### config.mk
export PLATFORM = sky130hd
export DESIGN_NAME = key_debounce
export DESIGN_NICKNAME = d
export VERILOG_FILES = /design/src/rtl/key_debounce.sv
export SDC_FILE = /design/constraint.sdc
export NUM_CORES = 1
export LEC_CHECK = 0
export ABC_AREA = 0
export ABC_CLOCK_PERIOD_IN_PS = 1600
export BUFFER_PORTS_ARGS = -buffer_cell sky130_fd_sc_hd__buf_2
export CORE_MARGIN = 4
export CORE_UTILIZATION = 57
export DETAILED_ROUTE_END_ITERATION = 8
export PLACE_DENSITY = 0.78
export SYNTH_ARGS = -nofsm -noshare
export SYNTH_HDL_FRONTEND = slang
export SYNTH_SLANG_ARGS = --single-unit
### constraint.sdc
create_clock -name clk -period 1.6 [get_ports clk]
set_clock_uncertainty 0.05 [all_clocks]
set_input_delay 0.08 -clock clk [delete_from_list [all_inputs] [get_ports clk]]
set_output_delay 0.08 -clock clk [all_outputs]
set_load 0.02 [all_outputs]
### src/rtl/key_debounce.sv
// key_debounce: multi-channel key/switch debouncer.
// Each raw key level is brought into the clk domain by a 2-flop synchronizer,
// then qualified by a per-channel FSM that accepts a level change only after
// STABLE consecutive tick-qualified samples agree on the new level.
//
// Ports:
//   clk          system clock, rising edge
//   rst          synchronous active-high reset
//   tick         sample-enable strobe (may be held high continuously)
//   key_in       raw asynchronous key levels, 1 = pressed
//   key_level    debounced key levels (registered)
//   key_press    1-clk pulse on an accepted 0->1 change (registered)
//   key_release  1-clk pulse on an accepted 1->0 change (registered)
module key_debounce #(
    parameter int unsigned NKEY   = 5,
    parameter int unsigned STABLE = 4
) (
    input  logic            clk,
    input  logic            rst,
    input  logic            tick,
    input  logic [NKEY-1:0] key_in,
    output logic [NKEY-1:0] key_level,
    output logic [NKEY-1:0] key_press,
    output logic [NKEY-1:0] key_release
);

    localparam int unsigned CNT_W = $clog2(STABLE + 1);

    typedef enum logic [1:0] {
        IDLE,
        PRESS_WAIT,
        DOWN,
        RELEASE_WAIT
    } state_e;

    logic [NKEY-1:0] sync1_q;
    logic [NKEY-1:0] sync2_q;

    // Synchronizer runs every clk, independent of tick.
    always_ff @(posedge clk) begin
        if (rst) begin
            sync1_q <= '0;
            sync2_q <= '0;
        end else begin
            sync1_q <= key_in;
            sync2_q <= sync1_q;
        end
    end

    for (genvar g = 0; g < NKEY; g++) begin : g_chan
        state_e           state_q, state_d;
        logic [CNT_W-1:0] cnt_q, cnt_d;
        logic             level_q, level_d;
        logic             press_q, press_d;
        logic             release_q, release_d;
        logic             sync;

        assign sync = sync2_q[g];

        // Next-state / output logic; nothing but the pulses moves without tick.
        always_comb begin
            state_d   = state_q;
            cnt_d     = cnt_q;
            level_d   = level_q;
            press_d   = 1'b0;
            release_d = 1'b0;
            if (tick) begin
                case (state_q)
                    IDLE: begin
                        if (sync) begin
                            state_d = PRESS_WAIT;
                            cnt_d   = CNT_W'(1);
                        end else begin
                            cnt_d   = '0;
                        end
                    end
                    PRESS_WAIT: begin
                        if (!sync) begin
                            state_d = IDLE;
                            cnt_d   = '0;
                        end else if (cnt_q == CNT_W'(STABLE - 1)) begin
                            state_d = DOWN;
                            cnt_d   = '0;
                            level_d = 1'b1;
                            press_d = 1'b1;
                        end else begin
                            cnt_d   = cnt_q + CNT_W'(1);
                        end
                    end
                    DOWN: begin
                        if (!sync) begin
                            state_d = RELEASE_WAIT;
                            cnt_d   = CNT_W'(1);
                        end else begin
                            cnt_d   = '0;
                        end
                    end
                    RELEASE_WAIT: begin
                        if (sync) begin
                            state_d = DOWN;
                            cnt_d   = '0;
                        end else if (cnt_q == CNT_W'(STABLE - 1)) begin
                            state_d   = IDLE;
                            cnt_d     = '0;
                            level_d   = 1'b0;
                            release_d = 1'b1;
                        end else begin
                            cnt_d     = cnt_q + CNT_W'(1);
                        end
                    end
                    default: begin
                        state_d = IDLE;
                        cnt_d   = '0;
                    end
                endcase
            end
        end

        // Per-channel state register; reset wins over tick.
        always_ff @(posedge clk) begin
            if (rst) begin
                state_q   <= IDLE;
                cnt_q     <= '0;
                level_q   <= 1'b0;
                press_q   <= 1'b0;
                release_q <= 1'b0;
            end else begin
                state_q   <= state_d;
                cnt_q     <= cnt_d;
                level_q   <= level_d;
                press_q   <= press_d;
                release_q <= release_d;
            end
        end

        assign key_level[g]   = level_q;
        assign key_press[g]   = press_q;
        assign key_release[g] = release_q;
    end

endmodule
== Yosys cells after proc, flatten, opt, wreduce, memory -nomap -nowiden ==
Cells that the tools add are included.
Operators by class
  multiplexer cells: 95
  equality and inequality tests: 60
  $add $sub $neg: 5
  reduce and logical (&&, ||, !) cells: 30
  bitwise logic cells: 16
Operators with widths (count)
  $mux 2: 30
  $ne 2x2->1 const B: 30
  $pmux 3 s4: 5
  $mux 3: 15
  $pmux 2 s4: 5
  $reduce_or 4->1: 10
  $mux 1: 35
  $ne 3x3->1 const B: 10
  $reduce_and 6->1: 5
  $reduce_and 5->1: 5
  $eq 2x2->1 const B: 10
  $not 1->1: 16
  $add 3x1->3 const B: 5
  $eq 3x2->1 const B: 5
  $eq 2x1->1 const B: 5
  $logic_not 2->1: 5
  $pmux 1 s2: 5
  $reduce_bool 2->1: 5
Word-level totals
  register bits: 50
  output and inout port bits: 15
  logic and storage cells: 233
  bits of input ports: 8

== Logic depth before layout (Yosys ltp) ==
Gate-level depths: netlist of the first run.
  depth after elaboration: 4
  mapped depth: 5
  gate-level depth less buffers: 4

== Worst setup path before layout of the first run ==
No wires, ideal clock.
  kind: register -> register
  start point: register g_chan[3].cnt_q[0]
  end point: register g_chan[3].cnt_q[0]
  arrival time: 1.054 ns
  required time: 1.434 ns
  slack: 0.380 ns
  setup time: 0.116 ns
  period minus slack after synthesis: 1.220 ns
  cell stages (with the launch flop): 5
  path buffers: 0
  cell sequence: dfxtp_1 -> ha_1 -> nor2b_1 -> o21ai_0 -> a31o_2
On the way
  longest elaborated chain between the ends: 4
  elaborated cells on any way between the ends: 6
  classes of those cells: 1 x add/sub; 1 x eq/ne; 4 x mux
RTL lines
  start: declaration: line 52  | logic [CNT_W-1:0] cnt_q, cnt_d;
  start signal: assignment: line 129  | cnt_q <= cnt_d;
  $add 3x1->3 / $eq 3x2->1 (equally long branches)
  $mux 3 (*): line 81, 102
  $mux 3 (on tied branches): line 99, 78
  $pmux 3 s4 (*): line 68  | case (state_q)
Mark *: on every way between the ends. The rest lies on a longest branch, timed or not.
A chain may end at the register's enable or synchronous reset.

== Worst setup path in the final report of the first run ==
Ends and elaborated chain as after synthesis.

==> impl_results.md, run 1 <==
- Outcome: completed
- Layout cell share with drive strength beyond 1: between 10% and 20%
- Yosys Warn Count: 0
- WP buf/inv: 0
- Hold Path Class: primary input to flop
- Synth-to-Final Area Change: 7.86%
- Congestion Overflow GR: 0
- Top post-synthesis cells by area: dfxtp_1, buf_4, nand3b_1, nor2b_1, nand2b_1
- Synth area leader: dfxtp_1
- Mapped cell area: 2210 sq um
- Critical Path Start Type: flop
- Pin count of the biggest net entering global routing: 19
- Port buffer count: 22
- Number of library cell types mapped by synthesis: 36
- Worst Tran Pin Value: 0.362 ns
- Critical Path Fanout Max: 4
- Total vias in the final route: 1537
- Maxcap violations: 0
- Final Slew Violations: 0
- Seq cells post-synth: 50
- Clock root buffer: clkbuf_8
- Seq/Total Area, Yosys: 45.2%
- Worst slew margin: 75.8%
- Synthesized area per cell: 9.88 sq um
- Post-Place Setup Slack: roughly 0.28 ns
- Fin. Hold Viols: 0
- Post-synth EDFFs: 0
- Initial antenna violation count: 0
- Placed insts: 273
- Worst path max stage delay: 0.35 ns
- Critical path class: flop to flop
- Core Rows: 22
- Worst-path clk slew: around 0.090 ns
- Clock sink count: 50
- Number of global-route vias before repair: 1388
- Final worst slack: about 0.27 ns
- Worst Hold Slack: 0.0998 ns
- Count leader, synth: dfxtp_1
- RSZ-0062 raised after global routing: no
- Starting Density: between 50 and 60%
- CP Capture Type: flop
- Arr. time, crit path: between 1 and 1.5 ns
- Routed vias/inst: 5.37
- I/O pins: 23
- GRT Total Usage: 14.9%
- Nets: between 200 and 300
- Avg WL per Cell: 12.3 um
- Part of the cycle the worst path needs: 83.4%
- Setup violators final: 0
- Drt pass-1 iters: 4
- Fin Setup TNS: 0 ns
- Ys async rst share: 0%
- Clk Latency, worst-skew pair: ~0.30 ns
- Worst path cell trace: ha_1 -> nor2b_1 -> o21ai_0 -> a31o_2
- Synth top cells by count: dfxtp_1, buf_4, nor2b_1
- Top cell type's share of synthesized area: 45.2%
- First-pass GRT wire length: 5930 um
- Post-synthesis cell count: about 220
- CP max-delay cell: dfxtp_1
- Power density over cell area: 920 nW/um^2
- Largest delay share family, worst path: compound AO/OA/AOI/OAI gates
- Fmax: around 0.75 GHz
- Syn_nets: 237
- CTS Buf Count: 5
- VDD IR max: 0.673 mV
- Setup repair bufs after CTS: 0
- Clk buf depth: 2
- Most used DFF post-synth: dfxtp_1
- Post-CTS Resized: 0
- CTS tree: yes
- Total core area: 3720 sq um
- H-tree Lvls: 2
- Final GP Congestion: 0.790
- Routed WL: 3510 um
- ANT nets after route: 0
- Die area: slightly below 5000 sq um
- HPWL Detailed: approximately 2300 um
- Final min period: 1.33 ns
- Die X-Extent: between 70 and 80 um
- Number of antenna cells inserted: 0
- Finished Layout Cells: 286
- Leak: 1.01 nW
- Drt drc: 0
- Drt initial violations: 78
- Vert. Die Dim: 70.3 um
- Critical Path RT: 1.75 ns
[through the flow]
step	util (%)	area (sq um)	power (mW)
after floorplan	-	2210	1.44
after global placement	60.4	2240	1.46
after detailed placement	60.4	2240	1.46
after CTS	64.2	2390	2.21
after global routing	64.2	2390	2.27
final	64.2	2390	2.19
[cell families (layout without fill, tap and decap cells)]
family,Yosys count,in the layout,share of synthesized area [%]
AND/OR/NAND/NOR,88,88,27.3
flip-flops,50,50,45.2
AO/OA/AOI/OAI,38,38,11.0
buffers and inverters,34,48,9.84
adder cells (fa/ha/maj),5,5,2.83
XOR/XNOR,5,5,1.98
multiplexers,4,4,1.81
[area by class of cell]
class / count / area [sq um]
Fill cell: 312 / 1330
Sequential cell: 50 / 1000
Multi-Input combinational cell: 140 / 993
Timing Repair Buffer: 32 / 210
Clock buffer: 7 / 86.3
Tap cell: 48 / 60.1
Inverter: 8 / 30.0
Clock inverter: 1 / 5.00
[registers in the layout, indices dropped and copies added, names as in the netlist, named ones only]
name              flops
sync2_q               5
sync1_q               5
g_chan.state_q        5
g_chan.press_q        5
g_chan.cnt_q         15
g_chan.level_q        5
g_chan.release_q      5
[cell usage in the layout (no fill, tap or decap), types with 2 or more instances in the layout]
master,count
nand3_1,3
a31oi_1,5
a31o_2,7
mux2i_1,4
nand4b_4,2
inv_1,8
xor2_1,5
nand2b_1,11
o32ai_1,2
buf_4,4
o21ai_0,9
nor4b_1,3
nand3b_1,13
nor2_1,5
dlygate4sd3_1,5
a21oi_1,11
nand2_1,11
dfxtp_1,50
buf_2,22
clkbuf_8,6
nand4b_1,3
nor2b_1,14
nor3b_1,9
nor3_1,5
nor4_1,4
ha_1,5
[per-layer routing]
layer	wire (um)	global-route usage, %	part of all wire, %
met1	1670	17.2	48
met2	1630	25.3	46
met3	152	4.89	4.3
met4	56	5.74	1.6
met5	0	0	0
[final timing paths]
| check | start | endpoint | slack [ns] | cells after the start |
|---|---|---|---|---|
| min reg2reg | sync1_q[1] | sync2_q[1] | 0.39 | 1 |
| max | g_chan[3].cnt_q[0] | g_chan[3].cnt_q[0] | 0.27 | 4 |
| min | rst | sync2_q[0] | 0.1 | 2 |
| max reg2reg | g_chan[3].cnt_q[0] | g_chan[3].cnt_q[0] | 0.27 | 4 |
[where the power goes]
group	total [mW]	internal [mW]	switching (mW)
Clock	0.751	0.349	0.401
Sequential	1.30	1.27	0.0238
Combinational	0.147	0.0648	0.0822
Total	2.19	1.69	0.508
[repair_timing]
item / in CTS / in global routing
hold endpoints to repair: 5 / 0
hold buffers: 5 / 0
endpoints found under the setup margin: 0 / 0
No activity file was read; power rests on OpenSTA's default activity.
==> inputs of run 2 (changes only) <==
--- a/config.mk
+++ b/config.mk
@@ -6,12 +6,12 @@
 export NUM_CORES = 1
 export LEC_CHECK = 0
 export ABC_AREA = 0
-export ABC_CLOCK_PERIOD_IN_PS = 1600
+export ABC_CLOCK_PERIOD_IN_PS = 1100
 export BUFFER_PORTS_ARGS = -buffer_cell sky130_fd_sc_hd__buf_2
 export CORE_MARGIN = 4
-export CORE_UTILIZATION = 57
+export CORE_UTILIZATION = 52
 export DETAILED_ROUTE_END_ITERATION = 8
-export PLACE_DENSITY = 0.78
+export PLACE_DENSITY = 0.75
 export SYNTH_ARGS = -nofsm -noshare
 export SYNTH_HDL_FRONTEND = slang
 export SYNTH_SLANG_ARGS = --single-unit
==> constraint.sdc (replaced) <==
create_clock -name clk -period 1.1 [get_ports clk]
set_clock_uncertainty 0.05 [all_clocks]
set_input_delay 0.055 -clock clk [delete_from_list [all_inputs] [get_ports clk]]
set_output_delay 0.055 -clock clk [all_outputs]
set_load 0.02 [all_outputs]
==> impl_results.md, run 2 (synthesized netlist as in run 1, its figures left out) <==
- Routed WL: 4220 um (+20%)
- Total core area: 4060 sq um (+9.2%)
- Routed vias/inst: 5.34 (-0.68%)
- Commonest non-fill, non-tap cell in the layout: dfxtp_1
- Final Power: 3.20 mW (+46%)
- Worst Tran Pin Value: 0.252 ns (-0.110 ns)
- Total vias in the final route: 1692 (+10%)
- Failing checks: negative setup slack
- Critical Path RT: 1.29 ns (-0.46 ns)
- Number of global-route vias before repair: 1691 (+22%)
- Power density over cell area: 1120 nW/um^2 (+22%)
- Final worst slack: -0.0209 ns (-0.286 ns)
- Starting Density: 54.5% (-5.0 points)
- Final min period: 1.12 ns (-0.214 ns)
- ANT nets after route: 0 (unchanged)
- Drt initial violations: 130 (+67%)
- I/O pins: 23 (unchanged)
- Clk Latency, worst-skew pair: 0.31 ns (about the same)
- Post-Place Setup Slack: -0.122 ns (-0.404 ns)
- Pin count of the biggest net entering global routing: 26 (+7)
- Vert. Die Dim: 73.2 um (+4.2%)
- Final GP Congestion: 0.811 (+2.6%)
- GRT Total Usage: 16.8% (+1.9 points)
- Largest Register: g_chan.cnt_q
- Congestion Overflow GR: 0 (unchanged)
- RSZ-0062 raised after global routing: yes
- Fin. Hold Viols: 0 (unchanged)
- Number of antenna cells inserted: 0 (unchanged)
- CTS tree: yes
- Largest register FFs: 15 (unchanged)
- VDD IR max: 0.589 mV (-12%)
- Worst setup path startpoint: g_chan[4].cnt_q[0]
- Die X-Extent: 73.2 um (+4.2%)
- Die area: 5360 sq um (+8.5%)
- First-pass GRT wire length: 7110 um (+20%)
- Final Slew Violations: 0 (unchanged)
- Leak: 1.15 nW (+14%)
- Nets: 280 (+12%)
- Arr. time, crit path: 1.31 ns (-0.17 ns)
- Hold Path Class: primary input to flop
- Hold path start: tick
- Reg-to-reg critical path startpoint: g_chan[4].cnt_q[0]
- Worst slew margin: 83.0% (+7.3 points)
- Outcome: finished, violations left
- Critical Path Fanout Max: 5 (+1)
- Drt pass-1 iters: 4 (unchanged)
- Core Rows: 23 (+4.5%)
- Synth-to-Final Area Change: 28.8%
- Part of the cycle the worst path needs: 102% (+18 points)
- Drt drc: 0 (unchanged)
- Initial antenna violation count: 0 (unchanged)
- Critical Path Start Type: flop
- Commonest non-fill, non-tap cells in the layout: dfxtp_1, buf_4, buf_2
- HPWL Detailed: 2710 um (+17%)
- Worst-path clk slew: 0.09 ns (about the same)
- Clock sink count: 50 (unchanged)
- Critical path class: flop to flop
- Maxcap violations: 0 (unchanged)
- Port buffer count: 22 (unchanged)
- Clock root buffer: clkbuf_8
- CTS Buf Count: 5 (unchanged)
- Fin Setup TNS: -0.0770 ns (-0.0770 ns)
- Clk buf depth: 2 (unchanged)
- CP Capture Type: flop
- Layout cell share with drive strength beyond 1: 43.1% (+23 points)
- Fillers: 292 (-6.4%)
- H-tree Lvls: 2 (unchanged)
- Setup violators final: 7 (+7)
- Fmax: 0.892 GHz (+19%)
- Avg WL per Cell: 13.3 um (+8.5%)
[run 2: changes by cell type in the layout (fill, tap and decap cells not counted), sizes merged]
| cell | before | now |
|---|---|---|
| buf | 27 | 57 |
| clkbuf | 7 | 6 |
| clkinv | 1 | 0 |
| clkinvlp | 0 | 1 |
[run 2: cell type report]
class / instances / area [sq um] / share of cell area, %
Clock buffer: 6 / 72.6 / 2.55
Clock inverter: 1 / 7.51 / 0.264
Inverter: 8 / 30.0 / 1.05
Multi-Input combinational cell: 140 / 1200 / 42.3
Sequential cell: 50 / 1020 / 35.8
Tap cell: 50 / 62.6 / 2.20
Timing Repair Buffer: 62 / 452 / 15.9
[run 2: per-layer routing]
metal	global-route usage, %	wire (um)	up-vias
met4	8.20	78	0
met5	0	0	-
met1	20.1	1950	804
li1	-	-	851
met2	28.7	2040	29
met3	2.89	151	8
[run 2: repair_timing]
| action | CTS | global route |
|---|---|---|
| setup endpoints to repair | 24 | 34 |
| setup buffers | 2 | 3 |
| resized for setup | 20 | 19 |
| hold buffers | 5 | 0 |
| hold endpoints to repair | 5 | 0 |
| pin swaps | 21 | 26 |
[run 2: power by group]
part           leakage, nW  switching [mW]  total (mW)  internal [mW]
logic                0.695           0.146       0.284          0.138
clock network       0.0373           0.595        1.03          0.437
registers            0.413          0.0311        1.88           1.85
total                 1.15           0.772        3.20           2.43
[run 2: worst max-delay path, stage by stage (launching register included)]
cell and delay [ns]:
dfxtp_2 0.36, ha_4 0.16, nand4b_4 0.14, nand3b_1 0.19
a31oi_1 0.15
[run 2: worst paths after layout]
| check | depth (start not counted) | to | slack, ns |
|---|---|---|---|
| setup / recovery | 4 | g_chan[4].level_q | -0.02 |
| hold / removal | 2 | g_chan[3].cnt_q[2] | 0.01 |
| hold reg to reg | 1 | sync2_q[2] | 0.39 |
| setup reg to reg | 4 | g_chan[4].level_q | -0.02 |
[run 2: stage by stage]
| step | cell area (sq um) | instances | util, % | hold slack, ns |
|---|---|---|---|---|
| after global routing | 2850 | 317 | 70.2 | 0.0246 |
| after CTS | 2740 | 314 | 67.4 | 0.00743 |
| after global placement | 2490 | 300 | 61.5 | 0.212 |
| after detailed placement | 2490 | 300 | 61.5 | 0.217 |
| final | 2850 | 317 | 70.2 | 0.0109 |
| after floorplan | 2260 | 224 | - | 0.133 |
